**src/rtl/seq_detect_param.sv**
```systemverilog
// Parametrised serial pattern detector: runtime-loadable pattern, overlap/non-overlap
// matching, valid qualification, Mealy match flag plus registered copy and saturating count.
module seq_detect_param #(
    parameter int               PAT_W   = 3,
    parameter int               CNT_W   = 8,
    parameter logic [PAT_W-1:0] RST_PAT = PAT_W'(3'b101)
) (
    input  logic             clk,
    input  logic             rst,
    input  logic             in,
    input  logic             in_valid,
    input  logic             cfg_load,
    input  logic [PAT_W-1:0] cfg_pattern,
    input  logic             cfg_overlap,
    input  logic             cnt_clr,
    output logic             out,
    output logic             out_r,
    output logic [CNT_W-1:0] match_cnt,
    output logic             cnt_sat
);

    localparam int                FILL_W   = $clog2(PAT_W);
    localparam logic [FILL_W-1:0] FILL_MAX = FILL_W'(PAT_W - 1);

    logic [PAT_W-1:0]  pat_r;
    logic              ovl_r;
    logic [PAT_W-2:0]  hist_r;
    logic [FILL_W-1:0] fill_r;

    logic [PAT_W-1:0]  window_s;
    logic              match_s;
    logic [PAT_W-1:0]  pat_nxt_s;
    logic              ovl_nxt_s;
    logic [PAT_W-2:0]  hist_nxt_s;
    logic [FILL_W-1:0] fill_nxt_s;
    logic [CNT_W-1:0]  cnt_nxt_s;

    // Match detection: current bit completes the window only once history is full.
    always_comb begin
        window_s = {hist_r, in};
        match_s  = rst & in_valid & ~cfg_load & (fill_r == FILL_MAX) & (window_s == pat_r);
        out      = match_s;
    end

    // Next-state for config, history and fill; a load discards the bit seen that cycle.
    always_comb begin
        pat_nxt_s  = pat_r;
        ovl_nxt_s  = ovl_r;
        hist_nxt_s = hist_r;
        fill_nxt_s = fill_r;
        if (cfg_load) begin
            pat_nxt_s  = cfg_pattern;
            ovl_nxt_s  = cfg_overlap;
            hist_nxt_s = '0;
            fill_nxt_s = '0;
        end else if (in_valid) begin
            hist_nxt_s = window_s[PAT_W-2:0];
            if (match_s && !ovl_r) begin
                fill_nxt_s = '0;
            end else if (fill_r != FILL_MAX) begin
                fill_nxt_s = fill_r + FILL_W'(1);
            end else begin
                fill_nxt_s = fill_r;
            end
        end else begin
            hist_nxt_s = hist_r;
            fill_nxt_s = fill_r;
        end
    end

    // Match counter next value: clear wins over a coincident match, then saturate.
    always_comb begin
        cnt_nxt_s = match_cnt;
        if (cnt_clr) begin
            cnt_nxt_s = '0;
        end else if (match_s && !(&match_cnt)) begin
            cnt_nxt_s = match_cnt + CNT_W'(1);
        end else begin
            cnt_nxt_s = match_cnt;
        end
    end

    // State and registered outputs.
    always_ff @(posedge clk or negedge rst) begin
        if (!rst) begin
            pat_r     <= RST_PAT;
            ovl_r     <= 1'b0;
            hist_r    <= '0;
            fill_r    <= '0;
            out_r     <= 1'b0;
            match_cnt <= '0;
            cnt_sat   <= 1'b0;
        end else begin
            pat_r     <= pat_nxt_s;
            ovl_r     <= ovl_nxt_s;
            hist_r    <= hist_nxt_s;
            fill_r    <= fill_nxt_s;
            out_r     <= match_s;
            match_cnt <= cnt_nxt_s;
            cnt_sat   <= &cnt_nxt_s;
        end
    end

endmodule

```
**config.mk**
```make
export PLATFORM = sky130hd
export DESIGN_NAME = seq_detect_param
export DESIGN_NICKNAME = d
export VERILOG_FILES = /design/src/rtl/seq_detect_param.sv
export SDC_FILE = /design/constraint.sdc
export NUM_CORES = 1
export LEC_CHECK = 0
export ABC_AREA = 1
export CORE_UTILIZATION = 50
export DETAILED_ROUTE_END_ITERATION = 16
export PLACE_DENSITY = 0.75
export SETUP_SLACK_MARGIN = 0.02
export SKIP_LAST_GASP = 1
export SYNTH_ARGS = -nofsm -noshare
export SYNTH_HDL_FRONTEND = slang
export SYNTH_SLANG_ARGS = --single-unit
export TNS_END_PERCENT = 10
```
**constraint.sdc**
```tcl
create_clock -name clk -period 1.75 [get_ports clk]
set_input_delay 0.175 -clock clk [delete_from_list [all_inputs] [get_ports clk]]
set_output_delay 0.175 -clock clk [all_outputs]
set_load 0.03 [all_outputs]
```
==> results of run 1 <==
-- where the power goes --
part / switching [W] / leakage, nW / internal [W]
logic: 0.000116 / 0.546 / 0.000104
clock network: 0.000138 / 0.0150 / 0.0000890
registers: 0.0000189 / 0.236 / 0.000443
-- logic make-up (layout without fill, tap and decap cells) --
| kind of cell | after synthesis | after routing | synth area share (%) |
|---|---|---|---|
| AND/OR/NAND/NOR | 84 | 85 | 39.1 |
| buffers and inverters | 28 | 72 | 10.1 |
| flip-flops | 18 | 18 | 40.6 |
| AO/OA/AOI/OAI | 12 | 12 | 5.61 |
| XOR/XNOR | 3 | 3 | 2.36 |
| adder cells (fa/ha/maj) | 2 | 2 | 2.24 |
-- routing by layer --
layer / vias to the layer above / part of all wire (%) / wire length (um)
li1: 552 / - / -
met1: 547 / 42 / 1180
met2: 56 / 49 / 1380
met3: 5 / 7.6 / 214
met4: 0 / 1.5 / 42
met5: - / 0 / 0
-- flip-flops by register name, summed over array words and instances, names as in the netlist --
name	flops
fill_r	2
out_r	1
pat_r	3
cnt_sat	1
ovl_r	1
match_cnt	8
hist_r	2
-- final cells by class --
cell class,count,area (um2)
timing repair buffer,41,375
inverter,27,104
sequential,18,454
multi-input combinational,102,584
clock buffer,4,26.3
fill,140,444
tap,27,33.8
-- worst reg2reg max path, cell delays in order (launching register included) --
cell and delay (ns):
dfrtp_1 0.43, ha_4 0.19, nand2_2 0.08, inv_2 0.04, nand2_4 0.07, nor2_8 0.05, buf_12 0.12, buf_6 0.10
nand4_1 0.09, nand2_2 0.08, nor2_4 0.11, nand2_1 0.06, nor2_1 0.14, nand2_1 0.07, nor2_1 0.09
-- cell usage in the layout (no fill, tap or decap), drive strengths merged, types with 3 or more instances in the layout --
| cell | Yosys | final |
|---|---|---|
| a21oi | 3 | 3 |
| buf | 1 | 22 |
| clkbuf | 0 | 4 |
| clkdlybuf4s50 | 0 | 19 |
| dfrtp | 16 | 16 |
| inv | 26 | 27 |
| nand2 | 51 | 51 |
| nand3 | 8 | 9 |
| nand4 | 5 | 5 |
| nor2 | 18 | 18 |
| o21ai | 7 | 7 |
-- what timing repair did --
action / CTS / global route
pin swaps: 2 / 15
setup endpoints to repair: 2 / 9
gates cloned: 1 / 0
gates resized for setup: 5 / 7
setup buffers: 2 / 8
-- worst paths after layout --
path                                      from       end  slack (ns)
worst max-delay path                 fill_r[1]   cnt_sat       -0.02
worst min-delay path                       rst     out_r        0.27
worst max register to register       fill_r[1]   cnt_sat       -0.02
worst min register to register        pat_r[0]  pat_r[0]        0.49
max in group asynchronous                  rst  pat_r[2]        1.22
min in group clk                cfg_pattern[0]  pat_r[0]        0.41
-- metrics by stage --
step	total power (W)	hold slack, ns
floorplan	0.000567	-0.121
global placement	0.000624	0.466
detailed placement	0.000636	0.476
CTS	0.000876	0.270
global route	0.000959	0.297
finish	0.000909	0.265
==> qor.csv, run 1 <==
stage,metric,value,unit
synth,netlist_top_cells_count,"45 x nand2_1, 17 x inv_1, 16 x dfrtp_1",
timing,fmax,566,MHz
clock_network,clock_path_buffers,2,
synth,synth_top_area_share,35.9,%
drt,vias_per_cell,5.30,
synth,synth_seq_area_share,40.6,%
synth,synth_nets,159,
timing,drv_slew,0,
die,rows,16,
outcome,failed_checks,negative setup slack,
timing,fin_ws,-0.0168,ns
global_route,grt_pass1_wl,4.45,mm
die,chipWidth,49.2,um
worst_setup_path,crit_buf_inv,3,
die,start_util,55.1,%
timing,fin_skew,0.0100,ns
drt,firstDrtPassIters,4,
drt,wl_per_cell,12.8,um
synth,avgSynthCellArea,7.58,um2
final_layout,nNetsFinal,205,
flow_run,max_cap_viol_count,0,
global_route,antenna_found_initial,0,
die,io_pins,21,
worst_setup_path,worstSetupPathType,reg -> reg,
timing,rsz0062_at_grt,true,
placed_design,place_ws,-0.117,ns
worst_setup_path,cp_cell_sequence,ha_4 > nand2_2 > inv_2 > nand2_4 > nor2_8 > buf_12 > buf_6 > nand4_1 > nand2_2 > nor2_4 > nand2_1 > nor2_1 > nand2_1 > nor2_1,
final_layout,drive_gt1_share,30.7,%
die,fp.dieH,49.2,um
synth,synthesis.instances,147,
global_route,gr-total-overflow,0,
clock_network,hold_buffers,0,
clock_network,cts_tree,yes,
clock_network,worstSkewPairLatency,0.31,ns
synth,synth-main-ff-cell,dfrtp_1,
drt,drtIter0Drc,56,
worst_setup_path,crit_fanout,3,
timing,hold_viol_final,0,
placed_design,place_hpwl,1.91,mm
power_and_ir_drop,ir_worst_vdd,0.000453,V
synth,netlist_top_cells_area,"dfrtp_1 36%, nand2_1 15%, inv_1 5.7%",
timing,tns,-0.0168,ns
global_route,grt_max_degree,19,
worst_setup_path,slowest_stage,dfrtp_1,
global_route,grt_pass1_vias,1050,
power_and_ir_drop,p_leak,0.797,nW
final_layout,fin_util,78.0,%
final_layout,diodes,0,
timing,slew_headroom,79.0,%
global_route,grt_usage,24.5,%
worst_setup_path,r2r_cells,14,
synth,synth_area,1110,um2
synth,ys_types,25,
worst_setup_path,cp.arrival,2.01,ns
drt,detail-route-antenna-nets,0,
clock_network,numCtsBuffers,3,
synth,yosysMostFrequentCell,nand2_1,
worst_setup_path,critPathTopFamily,simple AND/OR/NAND/NOR gates,
placed_design,postPlaceCellArea,1420,um2
clock_network,htree_levels,1,
timing,worst_pin_slew,0.315,ns
clock_network,clockRootBuffer,clkbuf_4,
outcome,outcome,"finished, violations left",
worst_setup_path,end_kind,flop,
die,die_area,2420,um2
synth,yosys_warnings,0,
worst_setup_path,path_depth,14,
final_layout,area_growth,41.5,%
synth,synth_top_area_cell,dfrtp_1,
clock_network,clock_sinks,18,
drt,via_count,1160,
synth,async_flop_share,100,%
global_route,busiest_layer,met2,
global_route,use_met1,30.8,%
worst_setup_path,cp-start-kind,flop,
synth,synth-edff-count,0,
timing,finalCritPeriodShare,101,%
global_route,grtUsageMet2,42.0,%
die,core-area,2020,um2
drt,route.detailed.drc,0,
worst_hold_path,hold_path_class,in -> async,
worst_setup_path,crit_required,2.00,ns
timing,fin_crit,1.77,ns
synth,ys_ff_latch,18,
final_layout,final_cells,219,
clock_network,clk_pin_slew_worst_paths,0.11,ns
final_layout,finish.instance_area,1580,um2
placed_design,io_buffers,20,
placed_design,gp_congestion,0.876,
global_route,grt_use_met3,3.74,%
drt,routed_wl,2.81,mm
timing,setup_viol,1,
worst_setup_path,crit_path_max_incr_delay,0.43,ns
power_and_ir_drop,power_density,576,nW/um2
placed_design,dp.cells,204,
(Power assumes the default switching activity.)
==> inputs of run 2 (changes only) <==
--- a/config.mk
+++ b/config.mk
@@ -6,9 +6,9 @@
 export NUM_CORES = 1
 export LEC_CHECK = 0
 export ABC_AREA = 1
-export CORE_UTILIZATION = 50
+export CORE_UTILIZATION = 45
 export DETAILED_ROUTE_END_ITERATION = 16
-export PLACE_DENSITY = 0.75
+export PLACE_DENSITY = 0.69
 export SETUP_SLACK_MARGIN = 0.02
 export SKIP_LAST_GASP = 1
 export SYNTH_ARGS = -nofsm -noshare
==> qor.csv, run 2 (synthesis results as in run 1) <==
stage,metric,value,unit
outcome,outcome,"finished, final reports clean",
flow_run,max_cap_viol_count,0,
placed_design,io_buffers,20,
timing,slew_headroom,79.4,%
drt,vias_per_cell,4.91,
drt,wl_per_cell,11.9,um
worst_setup_path,cp.arrival,1.55,ns
die,rows,17,
drt,via_count,1081,
timing,fmax,581,MHz
timing,rsz0062_at_grt,true,
drt,firstDrtPassIters,4,
drt,detail-route-antenna-nets,0,
clock_network,clock_path_buffers,2,
drt,route.detailed.drc,0,
placed_design,dp.cells,207,
die,io_pins,21,
worst_setup_path,crit_required,1.57,ns
timing,whs,0.282,ns
worst_setup_path,worstSetupPathType,reg -> out,
final_layout,final_cells,220,
global_route,grt_pass1_vias,970,
timing,fin_crit,1.72,ns
placed_design,place_ws,-0.0709,ns
clock_network,clk_pin_slew_worst_paths,0.10,ns
worst_setup_path,slowest_stage,dfrtp_1,
drt,highest_layer,met4,
timing,drv_slew,0,
die,core-area,2280,um2
global_route,grt_pass1_wl,4.18,mm
power_and_ir_drop,power_density,566,nW/um2
final_layout,drive_gt1_share,31.3,%
final_layout,diodes,0,
worst_setup_path,crit_fanout,2,
global_route,grt_max_degree,19,
timing,finalCritPeriodShare,98.4,%
timing,setup_viol,0,
drt,wl_met2,1.20,mm
drt,dr_wl_met3,156,um
clock_network,worstSkewPairLatency,0.29,ns
clock_network,clockRootBuffer,clkbuf_4,
final_layout,final_cell_mix,"42 x nand2_1, 22 x buf_4, 19 x clkdlybuf4s50_1",
worst_hold_path,hold_path_class,in -> async,
clock_network,htree_levels,1,
clock_network,cts_tree,yes,
placed_design,gp_congestion,0.844,
die,die_area,2680,um2
power_and_ir_drop,ir_worst_vdd,0.000483,V
clock_network,clock_sinks,18,
worst_setup_path,cp-start-kind,flop,
timing,worst_pin_slew,0.309,ns
die,chipWidth,51.8,um
drt,wl_met1,1.25,mm
placed_design,place_hpwl,1.87,mm
power_and_ir_drop,p_leak,0.793,nW
final_layout,regMostFlops,match_cnt,
final_layout,largest_reg_flops,8,
timing,hold_viol_final,0,
final_layout,top_regs,"match_cnt x8, pat_r x3",
die,fp.dieH,51.8,um
die,start_util,49.0,%
final_layout,mostFrequentLayoutCell,nand2_1,
final_layout,area_growth,40.1,%
clock_network,numCtsBuffers,3,
final_layout,nNetsFinal,205,
drt,routed_wl,2.62,mm
timing,fin_skew,0.00607,ns
drt,drtIter0Drc,40,
worst_setup_path,cp_cell_sequence,inv_2 > ha_4 > nand2_2 > nor2_1 > nand3_1 > nor2_2 > buf_4 > buf_6,
global_route,antenna_found_initial,0,
worst_setup_path,end_kind,primary output,
global_route,grt_usage,21.3,%
timing,fin_ws,0.0275,ns
global_route,gr-total-overflow,0,
worst_setup_path,crit_path_max_incr_delay,0.40,ns
-- run 2: final timing paths --
| kind | startpoint | end | slack (ns) | depth (start not counted) |
|---|---|---|---|---|
| worst min register to register | pat_r[0] | pat_r[0] | 0.49 | 2 |
| min in group clk | cfg_pattern[0] | pat_r[0] | 0.40 | 3 |
| worst max-delay path | fill_r[0] | out | 0.03 | 8 |
| worst max register to register | fill_r[0] | cnt_sat | 0.04 | 14 |
| max in group asynchronous | rst | pat_r[2] | 1.20 | 2 |
| worst min-delay path | rst | out_r | 0.28 | 2 |
-- run 2: area by class of cell --
type / instances / area (um2)
Timing Repair Buffer: 42 / 367
Inverter: 27 / 104
Multi-Input combinational cell: 101 / 574
Clock buffer: 4 / 26.3
Fill cell: 195 / 714
Tap cell: 28 / 35.0
Sequential cell: 18 / 455
-- run 2: report_power, final --
part / internal [W] / switching (W)
clock: 0.0000888 / 0.000127
combinational: 0.0000976 / 0.000111
sequential: 0.000443 / 0.0000169
-- run 2: stage by stage --
stage	power [W]	instance area [um2]	setup TNS, ns	utilization, %
after floorplan	0.000567	1120	0	-
after global placement	0.000628	1440	-0.0484	63.1
after detailed placement	0.000636	1440	-0.137	63.1
after CTS	0.000863	1480	0	65.1
after global routing	0.000944	1560	-0.329	68.6
final	0.000884	1560	0	68.6
-- run 2: worst max-delay path: cells and delay by family (launching register included) --
kind / cells / cell delay (ns)
buffers and inverters: 3 / 0.33
flip-flops: 1 / 0.40
adder cells (fa/ha/maj): 1 / 0.13
AND/OR/NAND/NOR: 4 / 0.40
-- run 2: timing repair --
action / 4_1_cts / 5_1_grt
pin swaps: 2 / 11
endpoints found under the setup margin: 2 / 8
buffers inserted: 2 / 7
gates resized for setup: 2 / 10
hold buffers: 0 / 0
-- run 2: layer usage --
metal	up-vias	track usage (%)
li1	544	-
met1	505	28.7
met4	0	2.70
met5	-	0
met2	30	34.4
met3	2	6.43
